<file path="src/rtl/ans_ht_ltf_pkg.sv">
// ans_ht_ltf_pkg
//   Types and constants shared by the HT-LTF sequencer, its LFSR and its bus
//   interface. It holds the sequencer state encoding, the 2-bit coefficient
//   codes consumed by the generator, the LFSR tap mask and the coefficient
//   word width. It also holds the LFSR next-state helper.
package ans_ht_ltf_pkg;

  typedef enum logic [3:0] {
    ST_IDLE    = 4'd0,
    ST_COEFF   = 4'd1,
    ST_KICK    = 4'd2,
    ST_PREP    = 4'd3,
    ST_WAIT_TX = 4'd4,
    ST_REQ     = 4'd5,
    ST_STREAM  = 4'd6,
    ST_DONE    = 4'd7,
    ST_GEN_RST = 4'd8
  } seq_state_t;

  // Coefficient codes as decoded by the HT-LTF generator.
  localparam logic [1:0] COEF_X1   = 2'b00;
  localparam logic [1:0] COEF_DIV8 = 2'b01;
  localparam logic [1:0] COEF_DIV2 = 2'b10;
  localparam logic [1:0] COEF_DIV4 = 2'b11;

  localparam logic [31:0] LFSR_TAPS   = 32'h8020_0003;
  localparam int          OBF_COEFF_W = 128;
  localparam int          NUM_COEFFS  = OBF_COEFF_W / 2;

  // One shared counter serves coefficient index, prep delay, request
  // timeout and sample count; 16 bits covers every parameter range in use.
  localparam int CNT_W = 16;

  // Galois right-shift step: shift out bit 0 and fold the taps back in
  // whenever that bit was set.
  function automatic logic [31:0] lfsr_next(input logic [31:0] s);
    return (s >> 1) ^ (s[0] ? LFSR_TAPS : 32'h0);
  endfunction

endpackage

</file>
<file path="src/rtl/ans_ht_ltf_seq_ctrl_if.sv">
// ans_ht_ltf_seq_ctrl_if
//   Bundles every non-clock/reset signal of the HT-LTF sequencer.
//   master : the sequencer side. It receives the TX FSM requests and the
//            generator status, and drives the generator controls and the
//            LTF stream.
//   slave  : the environment side (TX FSM, generator, stream consumer).
//   Signals:
//     start, seed_load, seed, obf_enable : requests from the TX FSM
//     tx_ready                           : downstream ready for the stream
//     gen_started, gen_sample            : generator status and data
//     gen_reset, letsgo, givemeoutput    : generator controls
//     obf_coeff                          : 64 x 2-bit coefficient word
//     ltf_tdata, ltf_tvalid, ltf_tlast   : framed sample stream (no backpressure)
//     busy, done, err_timeout            : status
interface ans_ht_ltf_seq_ctrl_if;
  import ans_ht_ltf_pkg::*;

  logic                   start;
  logic                   seed_load;
  logic [31:0]            seed;
  logic                   obf_enable;
  logic                   tx_ready;
  logic                   gen_started;
  logic [31:0]            gen_sample;
  logic                   gen_reset;
  logic                   letsgo;
  logic                   givemeoutput;
  logic [OBF_COEFF_W-1:0] obf_coeff;
  logic [31:0]            ltf_tdata;
  logic                   ltf_tvalid;
  logic                   ltf_tlast;
  logic                   busy;
  logic                   done;
  logic                   err_timeout;

  modport master (
    input  start, seed_load, seed, obf_enable, tx_ready, gen_started, gen_sample,
    output gen_reset, letsgo, givemeoutput, obf_coeff,
    output ltf_tdata, ltf_tvalid, ltf_tlast, busy, done, err_timeout
  );

  modport slave (
    output start, seed_load, seed, obf_enable, tx_ready, gen_started, gen_sample,
    input  gen_reset, letsgo, givemeoutput, obf_coeff,
    input  ltf_tdata, ltf_tvalid, ltf_tlast, busy, done, err_timeout
  );

endinterface

</file>
<file path="src/rtl/ans_obf_lfsr.sv">
// ans_obf_lfsr
//   32-bit Galois LFSR that supplies obfuscation coefficients.
//   Ports:
//     clk, rstn : clock, asynchronous active-low reset (state resets to 1)
//     load      : load seed (a zero seed is replaced by 1, which avoids lock-up)
//     seed      : seed value
//     step      : advance one step (load has priority)
//     coeff     : current state bits [1:0], the next coefficient to use
module ans_obf_lfsr
  import ans_ht_ltf_pkg::*;
(
  input  logic        clk,
  input  logic        rstn,
  input  logic        load,
  input  logic [31:0] seed,
  input  logic        step,
  output logic [1:0]  coeff
);

  logic [31:0] lfsr_reg;

  always_ff @(posedge clk or negedge rstn) begin
    if (!rstn) begin
      lfsr_reg <= 32'd1;
    end else if (load) begin
      lfsr_reg <= (seed == 32'd0) ? 32'd1 : seed;
    end else if (step) begin
      lfsr_reg <= lfsr_next(lfsr_reg);
    end
  end

  assign coeff = lfsr_reg[1:0];

endmodule

</file>
<file path="src/rtl/ans_ht_ltf_seq_ctrl.sv">
// ans_ht_ltf_seq_ctrl
//   Per-packet sequencer in front of the HT-LTF generator. For each packet it
//   fills the 128-bit coefficient word from the LFSR, pulses letsgo, waits out
//   the generator's IFFT, requests output once TX is ready, and forwards
//   NUM_SAMPLES generator samples as a framed stream. A request that goes
//   unanswered for TIMEOUT cycles flags err_timeout and resets the generator.
//   Ports:
//     clk, rstn : clock, asynchronous active-low reset
//     bus       : ans_ht_ltf_seq_ctrl_if.master (all control, status, data)
module ans_ht_ltf_seq_ctrl
  import ans_ht_ltf_pkg::*;
#(
  parameter int NUM_SAMPLES = 80,
  parameter int PREP_CYCLES = 160,
  parameter int TIMEOUT     = 256
) (
  input  logic                    clk,
  input  logic                    rstn,
  ans_ht_ltf_seq_ctrl_if.master   bus
);

  seq_state_t       state_reg, state_next;
  logic [CNT_W-1:0] cnt_reg, cnt_next;
  logic             err_reg, err_next;

  logic             lfsr_load;
  logic             lfsr_step;
  logic [1:0]       lfsr_coeff;
  logic [1:0]       coeff_in;
  wire  [OBF_COEFF_W-1:0] obf_coeff_word;

  // LFSR only advances when real coefficients are drawn, so a packet sent
  // with obfuscation disabled leaves the sequence untouched.
  assign lfsr_load = (state_reg == ST_IDLE) && bus.seed_load;
  assign lfsr_step = (state_reg == ST_COEFF) && bus.obf_enable;
  assign coeff_in  = bus.obf_enable ? lfsr_coeff : COEF_X1;

  ans_obf_lfsr u_lfsr (
    .clk   (clk),
    .rstn  (rstn),
    .load  (lfsr_load),
    .seed  (bus.seed),
    .step  (lfsr_step),
    .coeff (lfsr_coeff)
  );

  // One 2-bit register per coefficient slot; slot k is written on COEFF
  // cycle k and then holds until the next packet's COEFF phase.
  for (genvar gi = 0; gi < NUM_COEFFS; gi++) begin : g_coeff
    logic [1:0] slot_reg;
    always_ff @(posedge clk or negedge rstn) begin
      if (!rstn) begin
        slot_reg <= COEF_X1;
      end else if ((state_reg == ST_COEFF) && (cnt_reg == CNT_W'(gi))) begin
        slot_reg <= coeff_in;
      end
    end
    assign obf_coeff_word[2*gi +: 2] = slot_reg;
  end

  // State register.
  always_ff @(posedge clk or negedge rstn) begin
    if (!rstn) begin
      state_reg <= ST_IDLE;
      cnt_reg   <= '0;
      err_reg   <= 1'b0;
    end else begin
      state_reg <= state_next;
      cnt_reg   <= cnt_next;
      err_reg   <= err_next;
    end
  end

  // Next-state logic. cnt_reg is reused per state: coefficient index,
  // prep delay, request wait, sample index, generator-reset length.
  always_comb begin
    state_next = state_reg;
    cnt_next   = cnt_reg;
    err_next   = err_reg;
    unique case (state_reg)
      ST_IDLE: begin
        if (bus.start) begin
          state_next = ST_COEFF;
          cnt_next   = '0;
          err_next   = 1'b0;
        end
      end
      ST_COEFF: begin
        if (cnt_reg == CNT_W'(NUM_COEFFS - 1)) begin
          state_next = ST_KICK;
          cnt_next   = '0;
        end else begin
          cnt_next = cnt_reg + CNT_W'(1);
        end
      end
      ST_KICK: begin
        state_next = ST_PREP;
        cnt_next   = '0;
      end
      ST_PREP: begin
        if (cnt_reg == CNT_W'(PREP_CYCLES - 1)) begin
          state_next = ST_WAIT_TX;
          cnt_next   = '0;
        end else begin
          cnt_next = cnt_reg + CNT_W'(1);
        end
      end
      ST_WAIT_TX: begin
        if (bus.tx_ready) begin
          state_next = ST_REQ;
          cnt_next   = '0;
        end
      end
      ST_REQ: begin
        // The cycle gen_started is first seen already carries sample 0,
        // so the stream counter starts at 1.
        if (bus.gen_started) begin
          state_next = ST_STREAM;
          cnt_next   = CNT_W'(1);
        end else if (cnt_reg == CNT_W'(TIMEOUT - 1)) begin
          state_next = ST_GEN_RST;
          cnt_next   = '0;
          err_next   = 1'b1;
        end else begin
          cnt_next = cnt_reg + CNT_W'(1);
        end
      end
      ST_STREAM: begin
        if (cnt_reg == CNT_W'(NUM_SAMPLES - 1)) begin
          state_next = ST_DONE;
          cnt_next   = '0;
        end else begin
          cnt_next = cnt_reg + CNT_W'(1);
        end
      end
      ST_DONE: begin
        state_next = ST_IDLE;
      end
      ST_GEN_RST: begin
        if (cnt_reg == CNT_W'(1)) begin
          state_next = ST_IDLE;
          cnt_next   = '0;
        end else begin
          cnt_next = cnt_reg + CNT_W'(1);
        end
      end
      default: begin
        state_next = ST_IDLE;
        cnt_next   = '0;
      end
    endcase
  end

  // Output decode. Sample forwarding is combinational so the first sample
  // is passed in the very cycle gen_started rises.
  always_comb begin
    bus.letsgo       = (state_reg == ST_KICK);
    bus.givemeoutput = (state_reg == ST_REQ);
    bus.ltf_tvalid   = (state_reg == ST_STREAM) ||
                       ((state_reg == ST_REQ) && bus.gen_started);
    bus.ltf_tdata    = bus.ltf_tvalid ? bus.gen_sample : 32'h0;
    bus.ltf_tlast    = (state_reg == ST_STREAM) && (cnt_reg == CNT_W'(NUM_SAMPLES - 1));
    bus.busy         = (state_reg != ST_IDLE);
    bus.done         = (state_reg == ST_DONE);
    bus.err_timeout  = err_reg;
    bus.obf_coeff    = obf_coeff_word;
    // Generator is held in reset whenever this block is.
    bus.gen_reset    = !rstn || (state_reg == ST_GEN_RST);
  end

endmodule
</file>
<file path="src/flat_wrapper.sv">
// flat-port wrapper written by rule: the top's interface ports become plain ports
module ans_ht_ltf_seq_ctrl_flat import ans_ht_ltf_pkg::*;
#(
  parameter int NUM_SAMPLES = 80,
  parameter int PREP_CYCLES = 160,
  parameter int TIMEOUT     = 256
)
  (clk, rstn, bus_start, bus_seed_load, bus_seed, bus_obf_enable, bus_tx_ready, bus_gen_started, bus_gen_sample, bus_gen_reset, bus_letsgo, bus_givemeoutput, bus_obf_coeff, bus_ltf_tdata, bus_ltf_tvalid, bus_ltf_tlast, bus_busy, bus_done, bus_err_timeout);
  ans_ht_ltf_seq_ctrl_if bus_i ();
  input  logic clk;
  input  logic rstn;
  input wire logic [$bits(bus_i.start)-1:0] bus_start;
  input wire logic [$bits(bus_i.seed_load)-1:0] bus_seed_load;
  input wire logic [$bits(bus_i.seed)-1:0] bus_seed;
  input wire logic [$bits(bus_i.obf_enable)-1:0] bus_obf_enable;
  input wire logic [$bits(bus_i.tx_ready)-1:0] bus_tx_ready;
  input wire logic [$bits(bus_i.gen_started)-1:0] bus_gen_started;
  input wire logic [$bits(bus_i.gen_sample)-1:0] bus_gen_sample;
  output wire logic [$bits(bus_i.gen_reset)-1:0] bus_gen_reset;
  output wire logic [$bits(bus_i.letsgo)-1:0] bus_letsgo;
  output wire logic [$bits(bus_i.givemeoutput)-1:0] bus_givemeoutput;
  output wire logic [$bits(bus_i.obf_coeff)-1:0] bus_obf_coeff;
  output wire logic [$bits(bus_i.ltf_tdata)-1:0] bus_ltf_tdata;
  output wire logic [$bits(bus_i.ltf_tvalid)-1:0] bus_ltf_tvalid;
  output wire logic [$bits(bus_i.ltf_tlast)-1:0] bus_ltf_tlast;
  output wire logic [$bits(bus_i.busy)-1:0] bus_busy;
  output wire logic [$bits(bus_i.done)-1:0] bus_done;
  output wire logic [$bits(bus_i.err_timeout)-1:0] bus_err_timeout;
  assign bus_i.start = bus_start;
  assign bus_i.seed_load = bus_seed_load;
  assign bus_i.seed = bus_seed;
  assign bus_i.obf_enable = bus_obf_enable;
  assign bus_i.tx_ready = bus_tx_ready;
  assign bus_i.gen_started = bus_gen_started;
  assign bus_i.gen_sample = bus_gen_sample;
  assign bus_gen_reset = bus_i.gen_reset;
  assign bus_letsgo = bus_i.letsgo;
  assign bus_givemeoutput = bus_i.givemeoutput;
  assign bus_obf_coeff = bus_i.obf_coeff;
  assign bus_ltf_tdata = bus_i.ltf_tdata;
  assign bus_ltf_tvalid = bus_i.ltf_tvalid;
  assign bus_ltf_tlast = bus_i.ltf_tlast;
  assign bus_busy = bus_i.busy;
  assign bus_done = bus_i.done;
  assign bus_err_timeout = bus_i.err_timeout;
  ans_ht_ltf_seq_ctrl #(.NUM_SAMPLES(NUM_SAMPLES), .PREP_CYCLES(PREP_CYCLES), .TIMEOUT(TIMEOUT)) u_core (.clk(clk), .rstn(rstn), .bus(bus_i));
endmodule
</file>
<file path="config.mk">
export PLATFORM = sky130hd
export DESIGN_NAME = ans_ht_ltf_seq_ctrl_flat
export DESIGN_NICKNAME = d
export VERILOG_FILES = /design/src/rtl/ans_ht_ltf_pkg.sv /design/src/rtl/ans_ht_ltf_seq_ctrl_if.sv /design/src/rtl/ans_obf_lfsr.sv /design/src/rtl/ans_ht_ltf_seq_ctrl.sv /design/src/flat_wrapper.sv
export SDC_FILE = /design/constraint.sdc
export NUM_CORES = 1
export LEC_CHECK = 0
export CAP_MARGIN = 20
export CORE_MARGIN = 3
export CORE_UTILIZATION = 44
export DETAILED_ROUTE_END_ITERATION = 12
export GPL_TIMING_DRIVEN = 0
export PLACE_DENSITY = 0.78
export SLEW_MARGIN = 20
export SYNTH_ARGS = -nofsm -noshare
export SYNTH_HDL_FRONTEND = slang
export SYNTH_SLANG_ARGS = --single-unit
</file>
<file path="constraint.sdc">
create_clock -name clk -period 2.5 [get_ports clk]
set_input_delay 0.625 -clock clk [delete_from_list [all_inputs] [get_ports clk]]
set_output_delay 0.625 -clock clk [all_outputs]
set_load 0.005 [all_outputs]
</file>
Yosys cells after proc, flatten, opt, wreduce, memory -nomap -nowiden
Cells that the tools add are included.

word-level totals
  RAM bits = 0
  register bits = 181
  bits in read-only memories = 0
  memories = 0
  bits in latches = 0
  logic and storage cells = 262
  input port bits = 71

operators by class
  multipliers = 0
  equal/unequal tests = 83
  order comparisons = 0
  multiplexer cells = 28
  $add $sub $neg = 1
  shifts and indexed selects = 0
  divide/modulo/power cells = 0
  bitwise logic cells = 2
  reductions and logical operators = 80

operators with widths
  kind                   number
  $eq 16x6->1 const B    32
  $eq 16x5->1 const B    16
  $mux 32                5
  $eq 16x4->1 const B    8
  $mux 16                8
  $pmux 16 s8            1
  $logic_and 1x1->1      68
  $eq 16x3->1 const B    4
  $eq 16x2->1 const B    2
  $eq 16x8->1 const B    2
  $logic_not 32->1       1
  $mux 4                 8
  $pmux 4 s8             1
  $xor 31x32->32         1
  $add 16x1->16 const B  1
  $eq 16x1->1 const B    1
  $eq 16x7->1 const B    1
  $eq 4x3->1 const B     4
  $logic_not 16->1       1
  $eq 4x2->1 const B     2
  $ne 2x1->1 const B     4
  $ne 2x2->1 const B     4
  $reduce_and 7->1       1
  $eq 4x1->1 const B     1
  13 further kinds       17

Depth between registers and ports, before layout
  word-level depth = 4
  mapped depth = 8
  gate-level depth less buffers = 7

By module
A second synthesis with hierarchy kept.

unflattened totals
  cell total of the unflattened synthesis = 736
  area total of the unflattened synthesis = 8,468.1 um^2

by module, submodules not included
  module               instances  area an instance (um^2)  cells an instance
  ans_ht_ltf_seq_ctrl  1          6,857.8                  579
  ans_obf_lfsr         1          1,610.3                  157

Worst setup path before layout
OpenSTA, ideal clock, no wires.

  path type = register -> register
  start point = register u_core.cnt_reg[9]
  end point = register u_core.state_reg[0]
  setup slack = 42 ps
  cell stages (with the launch flop) = 7
  data required time = 2,375 ps
  data arrival time = 2,333 ps
  cell sequence = dfrtp_1 -> buf_6 -> or4_4 -> o311ai_4 -> o211ai_4 -> or4_4 -> mux2_4

on the way
  longest elaborated chain between the ends = 3
  elaborated cells between the ends (all ways) = 11
  classes of those cells = eq/ne: 10; reduce/logical: 1

RTL lines
  item                                                       RTL line                    RTL
  from (decl)                                                ans_ht_ltf_seq_ctrl.sv:23   logic [CNT_W-1:0] cnt_reg, cnt_next;
  from (signal assigned)                                     ans_ht_ltf_seq_ctrl.sv:69   cnt_reg <= cnt_next;
  $eq 16x8->1, or another cell as far along                  ans_ht_ltf_seq_ctrl.sv:120  end else if (cnt_reg == CNT_W'(TIMEOUT - 1)) begin
  $ne 3x2->1 (no source line), or another cell as far along  -
  $reduce_and 7->1 (no source line) *                        -
  to (signal assigned)                                       ans_ht_ltf_seq_ctrl.sv:68   state_reg <= state_next;
  to (decl)                                                  ans_ht_ltf_seq_ctrl.sv:22   seq_state_t state_reg, state_next;

Every way passes the cells marked *; elsewhere a longest branch is shown, timed or not.
A chain may end at the register's enable or synchronous reset.

Worst setup path in the final report
  start point = register u_core.state_reg[1]
  end point = output bus_ltf_tdata[20]

on the way
  longest elaborated chain between the ends = 4
  elaborated cells between the ends (all ways) = 5
  classes of those cells = eq/ne: 2; mux: 1; reduce/logical: 2

RTL lines
  item                RTL line                    RTL
  $eq 4x3->1          ans_ht_ltf_seq_ctrl.sv:160  ((state_reg == ST_REQ) && bus.gen_started);
  $logic_and 1x1->1   ans_ht_ltf_seq_ctrl.sv:160
  $logic_or 1x1->1 *  ans_ht_ltf_seq_ctrl.sv:159  bus.ltf_tvalid = (state_reg == ST_STREAM) ||
  $mux 32 *           ans_ht_ltf_seq_ctrl.sv:161  bus.ltf_tdata = bus.ltf_tvalid ? bus.gen_sample : 32'h0;
  to (decl)           flat_wrapper.sv:23          output wire logic [$bits(bus_i.ltf_tdata)-1:0] bus_ltf_tdata;

Marked as above.

==> summary.txt <==
Top-area cell type share of the netlist area: 53.3%
WL/cell: 19.0 microns
Synth top area cells: dfrtp_1 (53%), mux2_2 (17%), mux2i_1 (3.7%)
Synthesized area: 8450 sq um
IO Port Bufs: 238
Drc violations: 0
Worst min path class: in -> async
Total inserted antenna cells: 0
FF-to-FF setup slack: -10 ps
DP Area: 11200 sq um
Core area: 18800 sq um
Critical path class: reg -> out
Crit path launch: u_core.state_reg[1]$_DFFE_PN0P_
R2R cell count: 6
Via density: 5.34
Layout Nets: 1124
IO Pins: 239
Largest area contributor in the netlist: dfrtp_1
Outcome: finished with violations
Commonest non-fill, non-tap cells in the layout: clkdlybuf4s50_1 (197), dfrtp_1 (172), mux2_2 (128)
Endpoints failing hold: 0
Clock Skews: 13.6 ps
Vias in the first global route: 7029
Failing checks: setup timing
RSZ-0062 raised after global routing: true
Final non-filler cell area: 12500 sq um
Longest Clk Path Bufs: 2
Synth Flop Type: dfrtp_1
Total vias in the final route: 6920
Initial Utilization: 45.0%
Final setup viols: 29
Gpl congestion: 0.852
Syn Inst Count: 747
Total gr overflow: 0
Final Critical Period: 2680 ps
Num CTS Buffers: 17
CTS H-tree depth: 4
RR Endpoint: u_core.state_reg[0]$_DFFE_PN0P_
Max VDD drop: 0.495 mV
1st-iter DRT viols: 323
First-pass GRT wire length: 37200 microns
Synth cell types: 51
DP HPWL: 17100 microns
CTS tree: yes
#FFs+latches synth: 181
Syn_nets: 822
Hold WS: 109 ps
Max reg flops: 128
Die area: 20900 sq um
XOR/XNOR share of the synthesized area: 1.35%
Number of synthesized flops with an enable pin: 0
Post-Synth Simple-Gate Area: 16.0%
Syn Area/Cell: 11.3 sq um
Area growth from synthesis to layout: 47.7%
Die Y: 145 microns
Die Span X: 145 microns
Worst Setup EP: bus_ltf_tdata[20]
Main combinational cell family by area after synthesis: multiplexers
Period utilization: 107%
Worst setup margin: -181 ps
Fraction of layout cells with a size suffix above 1: 31.2%
DRT Pass-1 Iters: 5
Async S/R FF share, synth: 100%
Worst-path fanout max: 5
Sequential fraction of the synthesis area: 53.6%
Antenna violations before repair: 0
Adder-cell area share of the yosys netlist: 0.592%
Final cell count without fillers: 1296
Max-Cap Viols: 0
Critical path arrival: 2060 ps
Slew headroom: 51.9%
Tot Pwr: 0.0102 W
Most common library cell in the layout ignoring fill and taps: clkdlybuf4s50_1
Leakage power figure: 5.69 nW
Power density over cell area: 816 nW/um^2
Synth Warn #: 0
Antenna Nets Post-Route: 0
Dpl cells: 1221
Mux cell area share after synthesis: 20.9%
Critical Path RT: 1880 ps
Worst-path clk slew: 80 ps
Largest net degree at the start of global routing: 63
Max Freq: 0.373 GHz
Clk_lat worst skew: 430 ps
TritonCTS Sinks: 181
R2R Path Start: u_core.cnt_reg[5]$_DFFE_PN0P_
Num rows: 50
GR Util All Layers: 22.7%
Critical Path Source Type: flop
Final WL: 24600 microns
Post-synthesis compound-gate area fraction: 4.61%
Fin. max-slew vios: 0
Crit. End Element: output pin
Root Driver: clkbuf_16
Worst slew pin tran: 721 ps
-- metal layers --
layer	wire [microns]	part of all wire, %	track usage [%]
met1	10100	41	29.4
met2	11900	49	36.8
met3	1970	8.0	6.94
met4	623	2.5	7.17
met5	0	0	0
-- logic make-up after synthesis --
kind of cell             count (synthesis)
AO/OA/AOI/OAI                           65
XOR/XNOR                                13
adder cells (fa/ha/maj)                  4
buffers and inverters                   51
flip-flops                             181
multiplexers                           160
AND/OR/NAND/NOR                        273
-- final cells by class --
class / count / area, sq um
repair buffers: 286 / 2840
clock inverters: 14 / 155
flip-flops and latches: 181 / 4540
clock buffers: 18 / 439
fillers: 1399 / 6290
multi-input cells: 516 / 3930
inverters: 7 / 26.3
plain buffers: 40 / 249
well taps: 234 / 293
-- cell usage after synthesis, types with 6 or more instances --
library cell  count
mux2_2          128
inv_1             7
nand4_1           6
nor3_1           15
nand2_1          79
dfrtp_1         180
clkbuf_1         34
nor4_1           19
nand3_1          12
mux2i_1          31
a21oi_1          10
nor2_1           71
xnor2_1           9
o21ai_0          44
and2_1           44
-- timing repair --
action / 4_1_cts / 5_1_grt
gates resized for setup: 209 / 72
pin swaps: 35 / 12
endpoints found under the setup margin: 204 / 127
setup buffers: 33 / 12
hold buffers: 0 / 0
gates cloned: 4 / 0
-- worst min path at each step --
stage / start / endpoint / slack (ps) / cells past startpoint
after floorplan: rstn / u_core.bus.err_timeout$_DFFE_PN0P_ / 330 / 0
after global placement: u_core.g_coeff[48].slot_reg[1]$_DFFE_PN0P_ / u_core.g_coeff[48].slot_reg[1]$_DFFE_PN0P_ / 490 / 1
after detailed placement: u_core.g_coeff[35].slot_reg[0]$_DFFE_PN0P_ / u_core.g_coeff[35].slot_reg[0]$_DFFE_PN0P_ / 490 / 1
after CTS: rstn / u_core.g_coeff[58].slot_reg[1]$_DFFE_PN0P_ / 120 / 1
after global routing: rstn / u_core.g_coeff[59].slot_reg[0]$_DFFE_PN0P_ / 140 / 1
final: rstn / u_core.g_coeff[58].slot_reg[1]$_DFFE_PN0P_ / 110 / 1
-- stage by stage --
step,setup TNS (ps),worst slack (ps),util [%]
after global routing,-4650,-224,66.5
final,-2990,-181,66.5
after floorplan,0,42.2,-
after detailed placement,-81170,-928,59.6
after global placement,-1310020,-6760,59.3
after CTS,-3360,-177,65.0
-- power breakdown --
group          internal, W  total [W]  leakage [nW]  switching, W
registers          0.00340    0.00371          2.45      0.000312
logic              0.00192    0.00378          2.95       0.00187
clock network      0.00137    0.00269         0.291       0.00131
-- critical path: stages, from the launching register on --
cell and delay, ps:
dfrtp_2 440, buf_6 120, nand3b_1 200, a21oi_4 280, clkbuf_8 190, buf_6 90
buf_6 80, and2_4 140, buf_6 90
Power figures use the tool's default switching activity.
